File: config.mk
export PLATFORM = sky130hd
export DESIGN_NAME = alu_arbiter
export DESIGN_NICKNAME = d
export VERILOG_FILES = /design/src/rtl/alu_pkg.sv /design/src/rtl/alu.sv /design/src/rtl/alu_arbiter.sv
export SDC_FILE = /design/constraint.sdc
export NUM_CORES = 1
export LEC_CHECK = 0
export CAP_MARGIN = 5
export CORE_MARGIN = 2
export CORE_UTILIZATION = 54
export CTS_CLUSTER_SIZE = 40
export DETAILED_ROUTE_END_ITERATION = 12
export PLACE_DENSITY = 0.82
export SYNTH_ARGS = -nofsm -noshare
export SYNTH_HDL_FRONTEND = slang
export SYNTH_SLANG_ARGS = --single-unit
File: constraint.sdc
create_clock -name clk -period 5.31 [get_ports clk]
set_input_delay 1.062 -clock clk [delete_from_list [all_inputs] [get_ports clk]]
set_output_delay 1.062 -clock clk [all_outputs]
set_load 0.005 [all_outputs]
File: src/rtl/alu_pkg.sv
// Shared types and constants for the ALU arbiter and the MIPS ALU.
//   ALU_W        datapath width of the ALU
//   alu_op_t     3-bit ALU function encodings, including the undefined code
//   arb_state_t  arbiter phases IDLE -> EXEC -> RESP
//   alu_req_t    latched operand bundle fed to the ALU
package alu_pkg;

  localparam int unsigned ALU_W  = 32;
  localparam int unsigned ALU_FW = 3;

  typedef enum logic [ALU_FW-1:0] {
    ALU_AND     = 3'b000,
    ALU_OR      = 3'b001,
    ALU_ADD     = 3'b010,
    ALU_ILLEGAL = 3'b011,
    ALU_ANDN    = 3'b100,
    ALU_ORN     = 3'b101,
    ALU_SUB     = 3'b110,
    ALU_SLT     = 3'b111
  } alu_op_t;

  typedef enum logic [1:0] {
    IDLE = 2'd0,
    EXEC = 2'd1,
    RESP = 2'd2
  } arb_state_t;

  typedef struct packed {
    alu_op_t          f;
    logic [ALU_W-1:0] a;
    logic [ALU_W-1:0] b;
  } alu_req_t;

  // True for the one function code the ALU does not define.
  function automatic logic is_illegal(input alu_op_t f);
    return f == ALU_ILLEGAL;
  endfunction

endpackage

File: src/rtl/alu.sv
// 32-bit MIPS ALU, purely combinational.
//   i_a, i_b  operands (i_a/i_b treated as signed for SLT)
//   i_f       function code
//   o_y       result; 0 for the undefined code so no X ever leaves the block
//   o_zero    o_y == 0
module alu
  import alu_pkg::*;
(
  input  logic [ALU_W-1:0] i_a,
  input  logic [ALU_W-1:0] i_b,
  input  alu_op_t          i_f,
  output logic [ALU_W-1:0] o_y,
  output logic             o_zero
);

  // Function decode; add/sub wrap naturally modulo 2^32.
  always_comb begin
    o_y = '0;
    case (i_f)
      ALU_AND:  o_y = i_a & i_b;
      ALU_OR:   o_y = i_a | i_b;
      ALU_ADD:  o_y = i_a + i_b;
      ALU_ANDN: o_y = i_a & ~i_b;
      ALU_ORN:  o_y = i_a | ~i_b;
      ALU_SUB:  o_y = i_a - i_b;
      ALU_SLT:  o_y = ALU_W'($signed(i_a) < $signed(i_b));
      default:  o_y = '0;
    endcase
  end

  assign o_zero = (o_y == '0);

endmodule

File: src/rtl/alu_arbiter.sv
// Round-robin arbiter sharing one ALU between NREQ requesters.
//   clk, reset            rising-edge clock, async active-low reset
//   req_valid/req_ready   request handshake; req_ready is combinational in IDLE
//   req_a/req_b/req_f     packed per-requester operands and function
//   rsp_valid/rsp_ready   response handshake, one-hot on the granted requester
//   rsp_y/rsp_zero/rsp_err shared registered result, 0 outside RESP
module alu_arbiter
  import alu_pkg::*;
#(
  parameter int unsigned NREQ = 2,
  parameter int unsigned W    = ALU_W
) (
  input  logic              clk,
  input  logic              reset,
  input  logic [NREQ-1:0]   req_valid,
  output logic [NREQ-1:0]   req_ready,
  input  logic [NREQ*W-1:0] req_a,
  input  logic [NREQ*W-1:0] req_b,
  input  logic [NREQ*3-1:0] req_f,
  output logic [NREQ-1:0]   rsp_valid,
  input  logic [NREQ-1:0]   rsp_ready,
  output logic [W-1:0]      rsp_y,
  output logic              rsp_zero,
  output logic              rsp_err
);

  localparam int unsigned PW = (NREQ > 1) ? $clog2(NREQ) : 1;

  typedef struct packed {
    logic          found;
    logic [PW-1:0] idx;
  } pick_t;

  // First valid requester strictly after ptr, wrapping modulo NREQ.
  function automatic pick_t rr_pick(input logic [NREQ-1:0] valid,
                                    input logic [PW-1:0]   ptr);
    pick_t           p;
    int unsigned     cand;
    logic [NREQ-1:0] rot;
    p = '0;
    for (int unsigned k = 1; k <= NREQ; k++) begin
      cand = (32'(ptr) + k) % NREQ;
      rot  = valid >> cand;
      if (!p.found && rot[0]) begin
        p.found = 1'b1;
        p.idx   = PW'(cand);
      end
    end
    return p;
  endfunction

  arb_state_t      r_state;
  logic [PW-1:0]   r_ptr;
  alu_req_t        r_op;
  logic [W-1:0]    r_y;
  logic            r_zero;
  logic            r_err;
  logic [NREQ-1:0] r_rsp_valid;

  pick_t           w_pick;
  alu_req_t        w_req;
  logic [ALU_W-1:0] w_y;
  logic            w_zero;
  logic            w_err;
  logic            w_rsp_done;

  // Winner selection, operand mux and same-cycle grant.
  always_comb begin
    w_pick = rr_pick(req_valid, r_ptr);
    w_req  = '0;
    for (int unsigned i = 0; i < NREQ; i++) begin
      if (w_pick.idx == PW'(i)) begin
        w_req.a = req_a[i*W +: W];
        w_req.b = req_b[i*W +: W];
        w_req.f = alu_op_t'(req_f[i*3 +: 3]);
      end
    end
    req_ready = '0;
    if (reset && (r_state == IDLE) && w_pick.found) begin
      req_ready = NREQ'(1) << w_pick.idx;
    end
  end

  // ALU sees only the latched operands, never the live request buses.
  alu u_alu (
    .i_a    (r_op.a),
    .i_b    (r_op.b),
    .i_f    (r_op.f),
    .o_y    (w_y),
    .o_zero (w_zero)
  );

  assign w_err      = is_illegal(r_op.f);
  // r_rsp_valid is one-hot on r_ptr, so this picks out rsp_ready[r_ptr].
  assign w_rsp_done = |(rsp_ready & r_rsp_valid);

  // Control FSM with registered result and response outputs.
  always_ff @(posedge clk or negedge reset) begin
    if (!reset) begin
      r_state     <= IDLE;
      r_ptr       <= PW'(NREQ - 1);
      r_op        <= '0;
      r_y         <= '0;
      r_zero      <= 1'b0;
      r_err       <= 1'b0;
      r_rsp_valid <= '0;
    end else begin
      case (r_state)
        IDLE: begin
          if (w_pick.found) begin
            r_op    <= w_req;
            r_ptr   <= w_pick.idx;
            r_state <= EXEC;
          end
        end
        EXEC: begin
          r_y         <= w_err ? '0 : W'(w_y);
          r_zero      <= !w_err && w_zero;
          r_err       <= w_err;
          r_rsp_valid <= NREQ'(1) << r_ptr;
          r_state     <= RESP;
        end
        RESP: begin
          // Results clear on exit so the shared bus reads 0 outside RESP.
          if (w_rsp_done) begin
            r_y         <= '0;
            r_zero      <= 1'b0;
            r_err       <= 1'b0;
            r_rsp_valid <= '0;
            r_state     <= IDLE;
          end
        end
        default: r_state <= IDLE;
      endcase
    end
  end

  assign rsp_valid = r_rsp_valid;
  assign rsp_y     = r_y;
  assign rsp_zero  = r_zero;
  assign rsp_err   = r_err;

endmodule

Word-level counts from Yosys, hierarchy flattened
Index checks and enable logic that the tools add are counted.
{"block": "totals", "output_inout_bits": 38, "wordCells": 64, "regBits": 106}
{"block": "classes", "eq_ne": 11, "muxes": 15, "reduce_logical": 14, "n_addsub": 4, "n_bitwise": 6, "shifts": 4, "order_cmp": 1}
{"op": "one-hot mux 32 bit (7 select lines)", "count": 1}
{"op": "two-way mux 67 bit", "count": 1}
{"op": "AND 32 bit", "count": 2}
{"op": "two-way mux 32 bit", "count": 2}
{"op": "bitwise OR 32 bit", "count": 2}
{"op": "one-hot mux 32 bit (2 select lines)", "count": 1}
{"op": "adder 32 bit", "count": 1}
{"op": "zero test 32 bit", "count": 1}
{"op": "less-than comparator 32 bit", "count": 1}
{"op": "inverter 32 bit", "count": 1}
{"op": "subtractor 32 bit", "count": 1}
{"op": "equality test 3 bit (second input constant)", "count": 4}
{"op": "two-way mux 2 bit", "count": 5}
{"op": "equality test 3 x 2 -> 1 bit (second input constant)", "count": 2}
{"op": "one-hot mux 2 bit (3 select lines)", "count": 1}
{"op": "AND reduction 2 bit", "count": 3}
{"op": "logical AND 1 bit", "count": 4}
{"op": "inequality test 2 bit (second input constant)", "count": 2}
{"op": "one-hot mux 1 bit (2 select lines)", "count": 2}
{"op": "one-hot mux 2 bit (2 select lines)", "count": 1}
{"op": "<< shifter 1 x 1 -> 2 bit (first input constant)", "count": 2}
{"op": ">> shifter 2 x 1 -> 1 bit", "count": 2}
{"op": "equality test 3 x 1 -> 1 bit (second input constant)", "count": 1}
{"op": "zero test 3 bit", "count": 1}
{"op": "other kinds (9)", "count": 11}

Logic depth before layout (Yosys ltp)
{"block": "logic_depth", "ltp_word": 8, "depth_mapped": 14}

By module
Synthesis repeated with hierarchy kept, for this count alone.
{"block": "hier_totals", "cells_unflattened": 1077, "area_unflattened_um2": 9824.4}
{"mod": "alu", "n_inst": 1, "cells_per_inst": 762, "area_per_inst_um2": 5056.1}
{"mod": "alu_arbiter", "n_inst": 1, "cells_per_inst": 315, "area_per_inst_um2": 4768.3}

Worst setup path before layout
No wires, ideal clock.
{"block": "synth_timing", "path_kind": "reg-to-reg", "start": "register r_op[0] (netlist bit)", "end": "register r_zero, in the netlist rsp_zero", "stages_incl_launch_ff": 14, "arrival_time_ps": 3766, "setup_time_ps": 104, "required_time_ps": 5206, "synth_period_minus_slack_ps": 3870, "n_path_buf": 0, "slack_ps": 1440, "cell_sequence": "dfrtp_1 -> ha_1 -> fa_1 -> nor2b_1 -> o311ai_1 -> a31oi_2 -> a211oi_1 -> and4bb_1 -> o22ai_1 -> mux2i_1 -> o211ai_1 -> or4_1 -> or4b_1 -> o41ai_2"}
{"block": "synth_via", "elab_chain_cells": 6, "elab_cells_between_ends": 12, "classes_between": "add/sub: 2; order compare: 1; mux: 2; bitwise: 5; reduce/logical: 2"}
{"item": "start: declaration", "line_no": "alu_arbiter.sv:54", "text": "alu_req_t r_op;"}
{"item": "start signal: assignment", "line_no": "alu_arbiter.sv:111", "text": "r_op <= w_req;"}
{"item": "branches (longest 2 deep; another with subtractor 32 bit)"}
{"item": "one-hot mux 32 bit (7 select lines) *", "line_no": "alu.sv:19", "text": "case (i_f)"}
{"item": "zero test 32 bit *", "line_no": "alu.sv:31", "text": "assign o_zero = (o_y == '0);"}
{"item": "logical AND 1 bit *", "line_no": "alu_arbiter.sv:118", "text": "r_zero <= !w_err && w_zero;"}
{"item": "one-hot mux 1 bit (2 select lines) *", "line_no": "alu_arbiter.sv:108", "text": "case (r_state)"}
{"item": "end signal: assignment", "line_no": "alu_arbiter.sv:118"}
{"item": "end: declaration", "line_no": "alu_arbiter.sv:56", "text": "logic r_zero;"}
Mark *: on every way between the ends.
A chain may end at the register's enable or synchronous reset.

Worst setup path in the final report
Ends and elaborated chain as after synthesis.

==> impl_metrics.py <==
metrics = {
    "setup_path": {
        "critical_path_peak_fanout": 4,
        "critical_path_buf_inv_count": 0,
        "end_kind": "flip-flop",
        "reg2reg_to": "rsp_zero",
        "critical_path_arrival_ns": 4.66,
        "endpoint_of_the_most_critical_setup_path": "rsp_zero",
        "crit_path_start_kind": "flip-flop",
        "critical_path.reg2reg.startpoint": "r_op[0]",
        "worstPathCellList": "ha_1, fa_1, nor2b_1, o311ai_1, a31oi_2, a211oi_1, and4bb_1, o22ai_1, mux2i_1, o211ai_1, or4_1, or4b_1, o41ai_2",
        "gate_family_responsible_for_the_most_delay_along_the_worst_path": "compound AO/OA/AOI/OAI gates",
        "timing.critical_path.slowest_cell_delay_ns": 0.49,
        "startpoint": "r_op[0]",
        "r2r.worst_path.cells": 13,
        "worst-endpoint-required_ns": 5.58,
        "critical_path_class": "flip-flop to flip-flop",
        "cp_slowest_cell": "or4b_1",
        "regToRegSetupSlack_ns": 0.92,
        "timing.critical_path.depth": 13,
    },
    "die": {
        "floorplan.core_area_sq_mm": 0.0172,
        "die_height_um": 137,
        "die_width_um": 137,
        "die-area_sq_mm": 0.0187,
        "core.rowCount": 48,
        "boundaryPins": 178,
        "initial_utilization_pct": 55.2,
    },
    "grt": {
        "initial_antenna_violation_count": 0,
        "met3_usage_pct": 6.89,
        "grt_pass1_wl_um": 47700,
        "first_global_vias": 8905,
        "gr-max-usage-layer": "met2",
        "grt_max_degree": 71,
        "use_met2_pct": 50.0,
        "gr-usage-met1_pct": 46.6,
        "grt.total_usage_pct": 32.9,
        "gr-total-overflow": 0,
    },
    "status": {
        "status": "finished clean",
    },
    "clock_network": {
        "cts_num_sinks": 106,
        "tritoncts": "done",
        "cts.path.max_buffers": 2,
        "total_cts_buffers": 9,
        "cts_hold_buffers": 0,
        "cts-resized-gates": 0,
        "htreeDepth": 3,
        "cts_setup_buffers": 0,
        "clock_latency_ns": 0.37,
        "clkSlewWorstSetupHoldPaths_ns": 0.08,
        "root_buffer": "clkbuf_16",
    },
    "timing": {
        "final-setup-viol-count": 0,
        "timing.max_slew.rel_slack_pct": 34.0,
        "finClkSkew_ns": 0.0102,
        "timing.final.crit_share_pct": 82.7,
        "slew_violations": 0,
        "worst-slew-pin-transition_ns": 0.990,
        "tns_setup_ns": 0,
        "max_freq_mhz": 228,
        "rsz0062_at_grt": "false",
        "final-hold-violation-count": 0,
        "final.min_clock_period_ns": 4.39,
    },
    "detailed_routing": {
        "totalWireLength_um": 30100,
        "detailedRoute.firstPassIterationCount": 5,
        "drt-initial-drc-count": 920,
        "routed_via_count_divided_by_cell_count": 6.17,
        "total_vias_in_the_final_route": 9474,
        "drc": 0,
        "drtAntennaViolNets": 0,
        "routed_wire_length_per_instance_um": 19.6,
    },
    "synthesis": {
        "synth_cell_types": 87,
        "ys_async_sr_fraction_pct": 100,
        "netlist_instances": 1175,
        "mappedNetlistArea_sq_mm": 0.00951,
        "synthMostInstantiatedCell": "a21oi_1",
        "synthTopCellsByArea": "dfrtp_1, a21oi_1, ha_1",
        "yosysWarningCount": 0,
        "sequential_cell_area_fraction_in_the_yosys_report_pct": 27.9,
        "ys_ff_latch": 106,
        "synth_top_cell_by_area": "dfrtp_1",
        "synth.top_cells.by_count": "a21oi_1, nor2_1, dfrtp_1, mux2i_1, nand2_1",
        "synth_edf_count": 0,
        "post_synth.cell_area_avg_sq_um": 8.09,
        "synth-main-ff-cell": "dfrtp_1",
        "yosys.area.top_type_share_pct": 27.6,
        "post_synthesis_net_count": 1380,
    },
    "layout": {
        "insertedDiodeCount": 0,
        "final_layout_size_suffix_gt1_share_pct": 5.80,
        "fillers": 1479,
        "areaGrowthSynthToFinish_pct": 22.8,
        "finish.net_count": 1510,
    },
    "place": {
        "buffer_ports.inserted": 177,
        "routabilityCongestion": 1.01,
        "hpwlAfterDp_um": 23300,
    },
    "min_path": {
        "min_path_type": "flip-flop to flip-flop",
    },
    "job": {
        "max_cap_viol_count": 0,
    },
}
-- sequential cells by signal, indices dropped and copies added, names as in the netlist --
register   flops
r_op          67
r_ptr          1
r_state        2
rsp_valid      2
rsp_err        1
rsp_zero       1
rsp_y         32
-- worst register-to-register path: cells and delay by family (launching register included) --
kind	cells	cell delay, ns
and+or+nand+nor	4	1.29
adders and majority gates	2	0.67
muxes	1	0.27
DFF	1	0.43
AOI/OAI and AO/OA	6	1.64
-- layout make-up --
type	count	area, sq um	share of cell area, %
tap	225	282	2.41
clock buffer	10	229	1.96
inverter	68	256	2.20
timing repair buffer	197	1920	16.4
sequential	106	2660	22.7
clock inverter	6	60.1	0.514
multi-input combinational	923	6280	53.8
-- cell usage in the layout, fill, tap and decap left out, types with 9 or more instances in the layout --
cell type and n:
nor3_1 15, dfrtp_1 104, o21bai_1 9, nand2b_1 12, xor2_1 27, inv_1 63, a22o_1 19, ha_1 63
a211oi_1 16, o211ai_1 14, nand3_1 12, buf_4 21, clkbuf_16 9, o21ai_0 56, mux2i_1 77, xnor2_1 20
nor2b_1 10, maj3_1 20, o22ai_1 13, a21o_1 16, nand2_1 77, clkdlybuf4s50_1 176, a21oi_1 163, nor2_1 137
-- logic make-up (layout without fill, tap and decap cells) --
logic type / count (synthesis) / count (layout) / share of synthesized area [%]
XOR/XNOR: 47 / 47 / 4.33
AND/OR/NAND/NOR: 318 / 318 / 15.5
multiplexers: 77 / 77 / 8.10
flip-flops: 106 / 106 / 27.9
AO/OA/AOI/OAI: 395 / 395 / 26.8
adder cells (fa/ha/maj): 86 / 86 / 10.9
buffers and inverters: 146 / 281 / 6.37
-- worst min-delay path by stage --
stage,from,to,slack (ns),depth (start not counted)
6_report,rsp_y[18],rsp_y[18],0.49,2
5_1_grt,rsp_y[14],rsp_y[14],0.52,1
4_1_cts,rsp_y[18],rsp_y[18],0.49,2
3_5_place_dp,rsp_y[18],rsp_y[18],0.47,2
3_3_place_gp,rsp_y[12],rsp_y[12],0.46,2
2_1_floorplan,rsp_y[12],rsp_y[12],0.47,2
-- metal layers --
layer  vias to the layer above  share of wire (%)
met5                         -                  0
met4                         0                2.4
met3                        54                8.6
met2                       438                 43
met1                      4481                 46
li1                       4501                  -
-- through the flow --
stage	area (sq um)	utilization [%]	worst slack (ns)	hold slack (ns)	instances
2_1_floorplan	9510	-	1.44	0.473	1175
3_3_place_gp	11400	66.1	1.09	0.460	1519
3_5_place_dp	11400	66.1	0.969	0.470	1519
4_1_cts	11700	67.8	0.934	0.488	1535
5_1_grt	11700	67.8	0.652	0.518	1535
6_report	11700	67.8	0.921	0.488	1535
Power is left out: the tool's default activity adds up to more than one toggle a clock period on the data nets, which glitch-free logic cannot reach.
